**config.mk**
```make
export PLATFORM = sky130hd
export DESIGN_NAME = elevator_fsm
export DESIGN_NICKNAME = d
export VERILOG_FILES = /design/src/rtl/elevator_pkg.sv /design/src/rtl/elevator_timer.sv /design/src/rtl/elevator_fsm.sv
export SDC_FILE = /design/constraint.sdc
export NUM_CORES = 1
export LEC_CHECK = 0
export ABC_CLOCK_PERIOD_IN_PS = 2500
export CELL_PAD_IN_SITES_DETAIL_PLACEMENT = 0
export CELL_PAD_IN_SITES_GLOBAL_PLACEMENT = 1
export CORE_UTILIZATION = 40
export DETAILED_ROUTE_END_ITERATION = 10
export PLACE_DENSITY = 0.78
export SETUP_SLACK_MARGIN = 0.05
export SLEW_MARGIN = 25
export SYNTH_ARGS = -nofsm -noshare
export SYNTH_HDL_FRONTEND = slang
export SYNTH_SLANG_ARGS = --single-unit
```
**constraint.sdc**
```tcl
create_clock -name i_clock -period 2.5 [get_ports i_clock]
set_clock_uncertainty 0.2 [all_clocks]
set_input_delay 0.5 -clock i_clock [delete_from_list [all_inputs] [get_ports i_clock]]
set_output_delay 0.5 -clock i_clock [all_outputs]
set_load 0.02 [all_outputs]
```
**src/rtl/elevator_pkg.sv**
```systemverilog
// Shared types and default sizing for the elevator car controller.
package elevator_pkg;

  localparam int FLOOR_WIDTH   = 4;
  localparam int NUM_FLOORS    = 16;
  localparam int TRAVEL_CYCLES = 8;
  localparam int DOOR_CYCLES   = 16;

  typedef enum logic [2:0] {
    ST_IDLE,
    ST_FETCH,
    ST_SETTLE,
    ST_MOVE_UP,
    ST_MOVE_DOWN,
    ST_DOOR_OPEN
  } state_e;

  function automatic int max2(input int a, input int b);
    return (a > b) ? a : b;
  endfunction

endpackage

```
**src/rtl/elevator_timer.sv**
```systemverilog
// Loadable down-counter shared by floor-travel and door-open timing.
// done_o is high on the last counted cycle so the owner can reload on that edge.
module elevator_timer #(
  parameter int W = 5
) (
  input  logic         clk_i,
  input  logic         rst_ni,
  input  logic         load_i,
  input  logic         en_i,
  input  logic [W-1:0] load_val_i,
  output logic         done_o
);

  logic [W-1:0] cnt_q;

  always_ff @(posedge clk_i or negedge rst_ni) begin
    if (!rst_ni)                     cnt_q <= '0;
    else if (load_i)                 cnt_q <= load_val_i;
    else if (en_i && cnt_q != '0)    cnt_q <= cnt_q - 1'b1;
  end

  assign done_o = (cnt_q == W'(1));

endmodule

```
**src/rtl/elevator_fsm.sv**
```systemverilog
// Elevator car sequencer: fetch target, travel floor by floor, open door.
// Optional ELEVATOR_FSM_DOOR_HOLD_EN adds i_door_hold to keep the door open.
module elevator_fsm
  import elevator_pkg::*;
#(
  parameter int FSM_FLOOR_WIDTH = FLOOR_WIDTH,
  parameter int NUM_FLOORS      = elevator_pkg::NUM_FLOORS,
  parameter int TRAVEL_CYCLES   = elevator_pkg::TRAVEL_CYCLES,
  parameter int DOOR_CYCLES     = elevator_pkg::DOOR_CYCLES
) (
  input  logic                       i_clock,
  input  logic                       i_rst_n,
  input  logic                       i_req_valid,
  input  logic                       i_fsm_move_up,
  input  logic                       i_fsm_move_down,
  input  logic                       i_fsm_equal,
`ifdef ELEVATOR_FSM_DOOR_HOLD_EN
  input  logic                       i_door_hold,
`endif
  output logic                       o_rd_en,
  output logic [FSM_FLOOR_WIDTH-1:0] o_current_floor,
  output logic                       o_motor_up,
  output logic                       o_motor_down,
  output logic                       o_door_open,
  output logic                       o_busy,
  output logic                       o_fault
);

  localparam int CNT_W = $clog2(max2(TRAVEL_CYCLES, DOOR_CYCLES) + 1);
  localparam logic [CNT_W-1:0] TRAVEL_LD = CNT_W'(TRAVEL_CYCLES);
  localparam logic [CNT_W-1:0] DOOR_LD   = CNT_W'(DOOR_CYCLES);
  localparam logic [FSM_FLOOR_WIDTH-1:0] TOP_FLOOR = FSM_FLOOR_WIDTH'(NUM_FLOORS - 1);

  state_e                     state_q, state_d;
  logic [FSM_FLOOR_WIDTH-1:0] floor_q, floor_d;
  logic                       tmr_load, tmr_en, tmr_done;
  logic [CNT_W-1:0]           tmr_val;
  logic                       cmp_ok, door_hold;

  assign cmp_ok = $onehot({i_fsm_move_up, i_fsm_move_down, i_fsm_equal});

`ifdef ELEVATOR_FSM_DOOR_HOLD_EN
  assign door_hold = i_door_hold;
`else
  assign door_hold = 1'b0;
`endif

  elevator_timer #(.W(CNT_W)) u_timer (
    .clk_i      (i_clock),
    .rst_ni     (i_rst_n),
    .load_i     (tmr_load),
    .en_i       (tmr_en),
    .load_val_i (tmr_val),
    .done_o     (tmr_done)
  );

  always_ff @(posedge i_clock or negedge i_rst_n) begin
    if (!i_rst_n) begin
      state_q <= ST_IDLE;
      floor_q <= '0;
    end else begin
      state_q <= state_d;
      floor_q <= floor_d;
    end
  end

  // Outputs are decoded from the state so reset clears them combinationally.
  always_comb begin
    state_d      = state_q;
    floor_d      = floor_q;
    tmr_load     = 1'b0;
    tmr_en       = 1'b0;
    tmr_val      = TRAVEL_LD;
    o_rd_en      = 1'b0;
    o_motor_up   = 1'b0;
    o_motor_down = 1'b0;
    o_door_open  = 1'b0;
    o_fault      = 1'b0;
    o_busy       = (state_q != ST_IDLE);
    unique case (state_q)
      ST_IDLE: if (i_req_valid) state_d = ST_FETCH;
      ST_FETCH: begin
        o_rd_en = 1'b1;
        state_d = ST_SETTLE;
      end
      ST_SETTLE: begin
        tmr_load = 1'b1;
        if (!cmp_ok) begin
          o_fault = 1'b1;
          state_d = ST_IDLE;
        end else if (i_fsm_equal) begin
          tmr_val = DOOR_LD;
          state_d = ST_DOOR_OPEN;
        end else if (i_fsm_move_up) begin
          state_d = ST_MOVE_UP;
        end else begin
          state_d = ST_MOVE_DOWN;
        end
      end
      ST_MOVE_UP: begin
        if (!cmp_ok) begin
          o_fault = 1'b1;
          state_d = ST_IDLE;
        end else if (i_fsm_equal) begin
          tmr_load = 1'b1;
          tmr_val  = DOOR_LD;
          state_d  = ST_DOOR_OPEN;
        end else if (i_fsm_move_down) begin
          tmr_load = 1'b1;
          state_d  = ST_MOVE_DOWN;
        end else if (floor_q == TOP_FLOOR) begin
          // Target beyond the shaft: stop here rather than wrap.
          o_fault  = 1'b1;
          tmr_load = 1'b1;
          tmr_val  = DOOR_LD;
          state_d  = ST_DOOR_OPEN;
        end else begin
          o_motor_up = 1'b1;
          tmr_en     = 1'b1;
          if (tmr_done) begin
            tmr_load = 1'b1;
            floor_d  = floor_q + 1'b1;
          end
        end
      end
      ST_MOVE_DOWN: begin
        if (!cmp_ok) begin
          o_fault = 1'b1;
          state_d = ST_IDLE;
        end else if (i_fsm_equal) begin
          tmr_load = 1'b1;
          tmr_val  = DOOR_LD;
          state_d  = ST_DOOR_OPEN;
        end else if (i_fsm_move_up) begin
          tmr_load = 1'b1;
          state_d  = ST_MOVE_UP;
        end else if (floor_q == '0) begin
          o_fault  = 1'b1;
          tmr_load = 1'b1;
          tmr_val  = DOOR_LD;
          state_d  = ST_DOOR_OPEN;
        end else begin
          o_motor_down = 1'b1;
          tmr_en       = 1'b1;
          if (tmr_done) begin
            tmr_load = 1'b1;
            floor_d  = floor_q - 1'b1;
          end
        end
      end
      ST_DOOR_OPEN: begin
        o_door_open = 1'b1;
        tmr_val     = DOOR_LD;
        if (door_hold) begin
          tmr_load = 1'b1;
        end else begin
          tmr_en = 1'b1;
          if (tmr_done) state_d = i_req_valid ? ST_FETCH : ST_IDLE;
        end
      end
      default: state_d = ST_IDLE;
    endcase
  end

  assign o_current_floor = floor_q;

endmodule

```
# After elaboration in Yosys (flattened, before gate mapping)
# Index checks and enable logic that the tools add are counted.
# classes
eq_ne	22
reduce_logical	9
n_mux	72
add_sub_neg	5
# op_table
cell	count
2-to-1 mux 5 bit	12
2-to-1 mux 4 bit	10
2-to-1 mux 3 bit	13
2-to-1 mux 1 bit	31
inequality test 2 bit, second input constant	12
case mux 5 bit (4 select lines)	1
case mux 3 bit (6 select lines)	1
AND reduction 11 bit	1
inequality test 5 bit, second input constant	2
case mux 1 bit (3 select lines)	3
case mux 4 bit (2 select lines)	1
== test 3 x 2 -> 1 bit, second input constant	2
== test 3 bit, second input constant	2
== test 5 x 1 -> 1 bit, second input constant	1
nonzero test 5 bit	1
subtractor 5 x 1 -> 5 bit, second input constant	1
adder 4 x 1 -> 4 bit, second input constant	1
== test 4 bit, second input constant	1
logical NOT 4 bit	1
AND reduction 4 bit	1
nonzero test 2 bit	2
subtractor 4 x 1 -> 4 bit, second input constant	1
== test 3 x 1 -> 1 bit, second input constant	1
logical NOT 3 bit	1
other kinds (5)	5
# word_totals
reg_bits	12

# Logic depth before layout (Yosys ltp)
# depth
depth_word	9
ltp_mapped	9

# By module
# A second synthesis with hierarchy kept.
# unflattened
hier_cells	140
hier_area_um2	1229.9
# by_module_without_submodules
mod	n_inst	seq_area_each_um2	area_each_um2	cells_per_inst
elevator_fsm	1	175.2	895.9	105
elevator_timer	1	125.1	334.1	35

# Worst setup path before layout
# OpenSTA, ideal clock, no wires.
# synth_timing
path_type	input -> register
from	in i_fsm_move_up
to	reg u_timer.cnt_q[4]
path_stages	7
setup_time_ns	0.127
t_required_ns	2.173
path_slack_ns	-0.190
path_buffers	1
t_arrival_ns	2.363
cell_sequence	fa_1 -> nor2b_1 -> clkbuf_1 -> a41oi_1 -> a211oi_2 -> a211oi_1 -> a311o_2
# synth_via
elab_chain_cells	6
elab_cells_between_ends	21
cone_classes	add/sub: 1; eq/ne: 1; mux: 17; reduce/logical: 2
# synth_lines
item	line_no	text
start: declaration	elevator_fsm.sv:14	input logic i_fsm_move_up,
adder 2 x 1 -> 2 bit (implied by the code) or 2-to-1 mux 1 bit (tied branches)	elevator_fsm.sv:40, elevator_fsm.sv:134	
== test 2 x 1 -> 1 bit or 2-to-1 mux 1 bit (tied branches)	elevator_fsm.sv:40, elevator_fsm.sv:130	
2-to-1 mux 1 bit (on tied branches)	elevator_fsm.sv:127, elevator_fsm.sv:101	
case mux 1 bit (3 select lines)	elevator_fsm.sv:80	unique case (state_q)
logical AND 1 bit	elevator_timer.sv:19	else if (en_i && cnt_q != '0) cnt_q <= cnt_q - 1'b1;
nonzero test 2 bit (no source line)	--	
end signal: assignment	elevator_timer.sv:18	else if (load_i) cnt_q <= load_val_i;
end signal: assignment	elevator_timer.sv:19	
end: declaration	elevator_timer.sv:14	logic [W-1:0] cnt_q;
# Parallel ways exist; a longest one is shown, timed or not.
# A chain may end at the register's enable or synchronous reset.

# Worst setup path in the final report
# layout_timing
from	in i_fsm_move_down
to	out o_fault
# layout_via
elab_chain_cells	5
elab_cells_between_ends	9
cone_classes	add/sub: 2; eq/ne: 1; mux: 6
# layout_lines
item	line_no	text
start: declaration	elevator_fsm.sv:15	input logic i_fsm_move_down,
adder 1 x 1 -> 2 bit (implied by the code)	elevator_fsm.sv:40	assign cmp_ok = $onehot({i_fsm_move_up, i_fsm_move_down, i_fsm_equal});
adder 2 x 1 -> 2 bit (implied by the code)	elevator_fsm.sv:40	
== test 2 x 1 -> 1 bit	elevator_fsm.sv:40	
2-to-1 mux 1 bit (on tied branches)	elevator_fsm.sv:127, elevator_fsm.sv:88, elevator_fsm.sv:101	
case mux 1 bit (3 select lines) *	elevator_fsm.sv:80	
end: declaration	elevator_fsm.sv:26	output logic o_fault
# Every way passes the cells marked *; elsewhere a longest branch is shown, timed or not.

==> flow_summary_export.csv <==
group,metric,value,unit
setup_path,worstSetupPathType,"input pin to primary output",
finish,antenna_cells,0,
floorplan,io_pins,16,
routing,vias_per_cell,5.31,
setup_path,cp-startpoint,"i_fsm_move_down",
setup_path,crit_path_top_delay_cell,"fa_1",
sta,finalCritPeriodShare,99.8,%
routing,drc,0,
power,p_per_area,663,mW/mm^2
power,power_switching,438,uW
clocking,clk_latency,0.28,ns
finish,fin_nets,196,
setup_path,cpPeakStageDelay,0.56,ns
finish,finalInstanceArea,0.00161,sq mm
flow_run,cap_violations,0,
yosys,ys.flop_type,"dfrtp_1",
sta,final_hold_viol_count,0,
global_route,grt_pass1_vias,1035,
yosys,syn-num-nets,145,
clocking,cts_tree,"yes",
global_route,overflow,0,
yosys,yosys.area.top_type_share,27.4,%
finish,area_delta_synth_final,46.7,%
global_route,grt_max_degree,13,
routing,drt_iter0_markers,24,
power,p_leak,0.000762,uW
yosys,synth_most_common_cell,"nor2_1",
routing,wire_per_inst,13.4,microns
min_path,hold_path.class,"input pin to async pin",
floorplan,placementRows,18,
yosys,postSynthAreaPerCell,8.55,sq um
yosys,yosys.area.top_type,"dfrtp_1",
setup_path,cp_top_family,"adder cells",
setup_path,cp-end-kind,"primary output",
global_route,antenna_found_initial,0,
floorplan,fp.coreArea,0.00252,sq mm
setup_path,path_cells,"buf_6 -> fa_1 -> nor2b_4 -> buf_6 -> a21oi_2 -> nor2_1 -> nor2_1 -> buf_4",
finish,drive_gt1_share,34.3,%
routing,wl,2.79,mm
yosys,synth.area.top_cells,"dfrtp_1 27%, ha_1 10%, xnor2_1 5.6%",
sta,report.final.slew_viol_count,0,
sta,max_freq,0.401,GHz
outcome,status,"completed",
setup_path,rr_endpoint,"u_timer.cnt_q[4]",
clocking,postCtsHoldBufs,0,
setup_path,reg2reg_from,"o_current_floor[2]",
yosys,synthesis.area,0.00109,sq mm
yosys,ys_ff_latch,12,
yosys,ys_types,39,
global_route,grt_use_total,21.5,%
clocking,cts_buffers,3,
power,swShare,41.1,%
clocking,cts_sinks,12,
power,p_seq_share,26.3,%
placement,dp_hpwl,2.24,mm
floorplan,initial_core_util,43.4,%
setup_path,crit_fanout,4,
global_route,grt_pass1_wl,4.41,mm
yosys,synthCells,128,
setup_path,required,1.80,ns
sta,rsz0062_at_grt,"yes",
yosys,synth_common_cells,"16 x nor2_1, 12 x dfrtp_1, 12 x inv_1",
setup_path,startpoint_type,"input pin",
floorplan,dieArea,0.00295,sq mm
power,p_int,627,uW
sta,setup_viol_count_final,0,
clocking,clockBufferDepth,2,
clocking,cts-root-buf,"clkbuf_4",
floorplan,die_h,54.3,microns
routing,dr.pass1.iters,4,
setup_path,rr_worst_depth,6,
yosys,synth-async-reset-ratio,100,%
floorplan,die_x,54.3,microns
finish,final_util,63.7,%
routing,detail-route-antenna-nets,0,
placement,routabilityCongestion,0.873,
power,clkPwrFrac,15.0,%
yosys,yosys_warnings,0,
power,p_comb_share,58.7,%
setup_path,crit_buf_inv,3,
sta,relSlewSlack,63.0,%
clocking,clk_pin_slew,0.08,ns
placement,postPlaceCellArea,0.00153,sq mm
placement,portBuffers,15,
sta,final.min_clock_period,2.50,ns
clocking,htreeDepth,1,
yosys,synth_edf_count,0,
setup_path,arrival,1.80,ns
power,ir_drop,0.498,mV
sta,tightest_slew,0.554,ns
yosys,synth_seq_area_share,27.4,%
setup_path,rrSetupSlack,0.09,ns
routing,vias,1104,
[timing repair]
item	CTS	global route
resized for setup	35	7
setup endpoints to repair	17	6
pin swaps	6	9
setup buffers	1	2
hold endpoints to repair	0	0
[per-stage QoR]
stage / hold slack [ns] / total power (uW) / TNS [ns] / cells / setup slack (ns)
after CTS: 0.375 / 1060 / -0.00492 / 206 / -0.00492
final: 0.369 / 1060 / 0 / 208 / 0.00414
after global placement: 0.365 / 887 / -8.17 / 201 / -0.939
after global routing: 0.397 / 1140 / -0.0453 / 208 / -0.0432
after detailed placement: 0.374 / 904 / -8.43 / 201 / -0.954
after floorplan: 0.00441 / 644 / -0.113 / 128 / -0.0607
[worst register-to-register path, cell delays in order, from the launching register on]
cell and delay (ns):
dfrtp_1 0.40, or4_4 0.56, buf_6 0.14, or4b_1 0.47
a31o_1 0.20, a211oi_2 0.25, a311o_2 0.15
[final cells by class]
cell class / instances / area [sq um]
fillers: 232 / 916
inverters: 13 / 48.8
repair buffers: 51 / 425
multi-input cells: 98 / 758
flip-flops and latches: 12 / 300
well taps: 30 / 37.5
clock buffers: 4 / 36.3
[worst max path at each step]
stage                             endpoint  slack, ns  cells after the start
after global routing               o_fault      -0.04                      8
final                              o_fault      0.004                      8
after detailed placement        o_motor_up      -0.95                      6
after CTS                       o_motor_up     -0.005                      6
after global placement          o_motor_up      -0.94                      6
after floorplan           u_timer.cnt_q[4]      -0.06                      7
[cells in the final DEF (no fill, tap or decap), types with 2 or more instances in the layout]
cell type / count
a211oi_1: 5
a211oi_2: 2
a21oi_1: 7
a21oi_2: 3
and2_1: 2
and3b_1: 2
buf_4: 34
buf_6: 7
clkbuf_4: 3
clkdlybuf4s50_1: 6
dfrtp_1: 12
dlygate4sd2_1: 3
fa_1: 2
ha_1: 9
inv_1: 11
inv_2: 2
nand2_1: 7
nand2b_1: 3
nand4_1: 3
nor2_1: 16
nor3_1: 2
o21ai_0: 4
o22a_1: 2
or3_1: 3
xnor2_1: 7
[routing by layer]
metal	wire (microns)	track usage, %
met3	83	3.06
met1	1240	26.1
met2	1400	35.8
met5	0	0
met4	67	12.8
[power groups by stage]
stage	combinational [uW]	clock, uW	sequential, uW
2_1_floorplan	379	0	265
3_3_place_gp	605	0	282
3_5_place_dp	620	0	284
4_1_cts	614	166	280
5_1_grt	682	175	286
6_report	625	160	280
[sequential cells by signal, indices dropped and copies added (netlist names)]
register,count
state_q,3
o_current_floor,4
u_timer.cnt_q,5
[logic make-up after synthesis]
| logic type | Yosys count | synth area share (%) |
|---|---|---|
| simple gates | 46 | 23.1 |
| buf+inv | 18 | 6.40 |
| mux | 2 | 2.06 |
| fa+ha+maj | 11 | 13.9 |
| xor+xnor | 8 | 6.40 |
| compound gates | 31 | 20.7 |
| flops | 12 | 27.4 |
(Power assumes the default switching activity.)
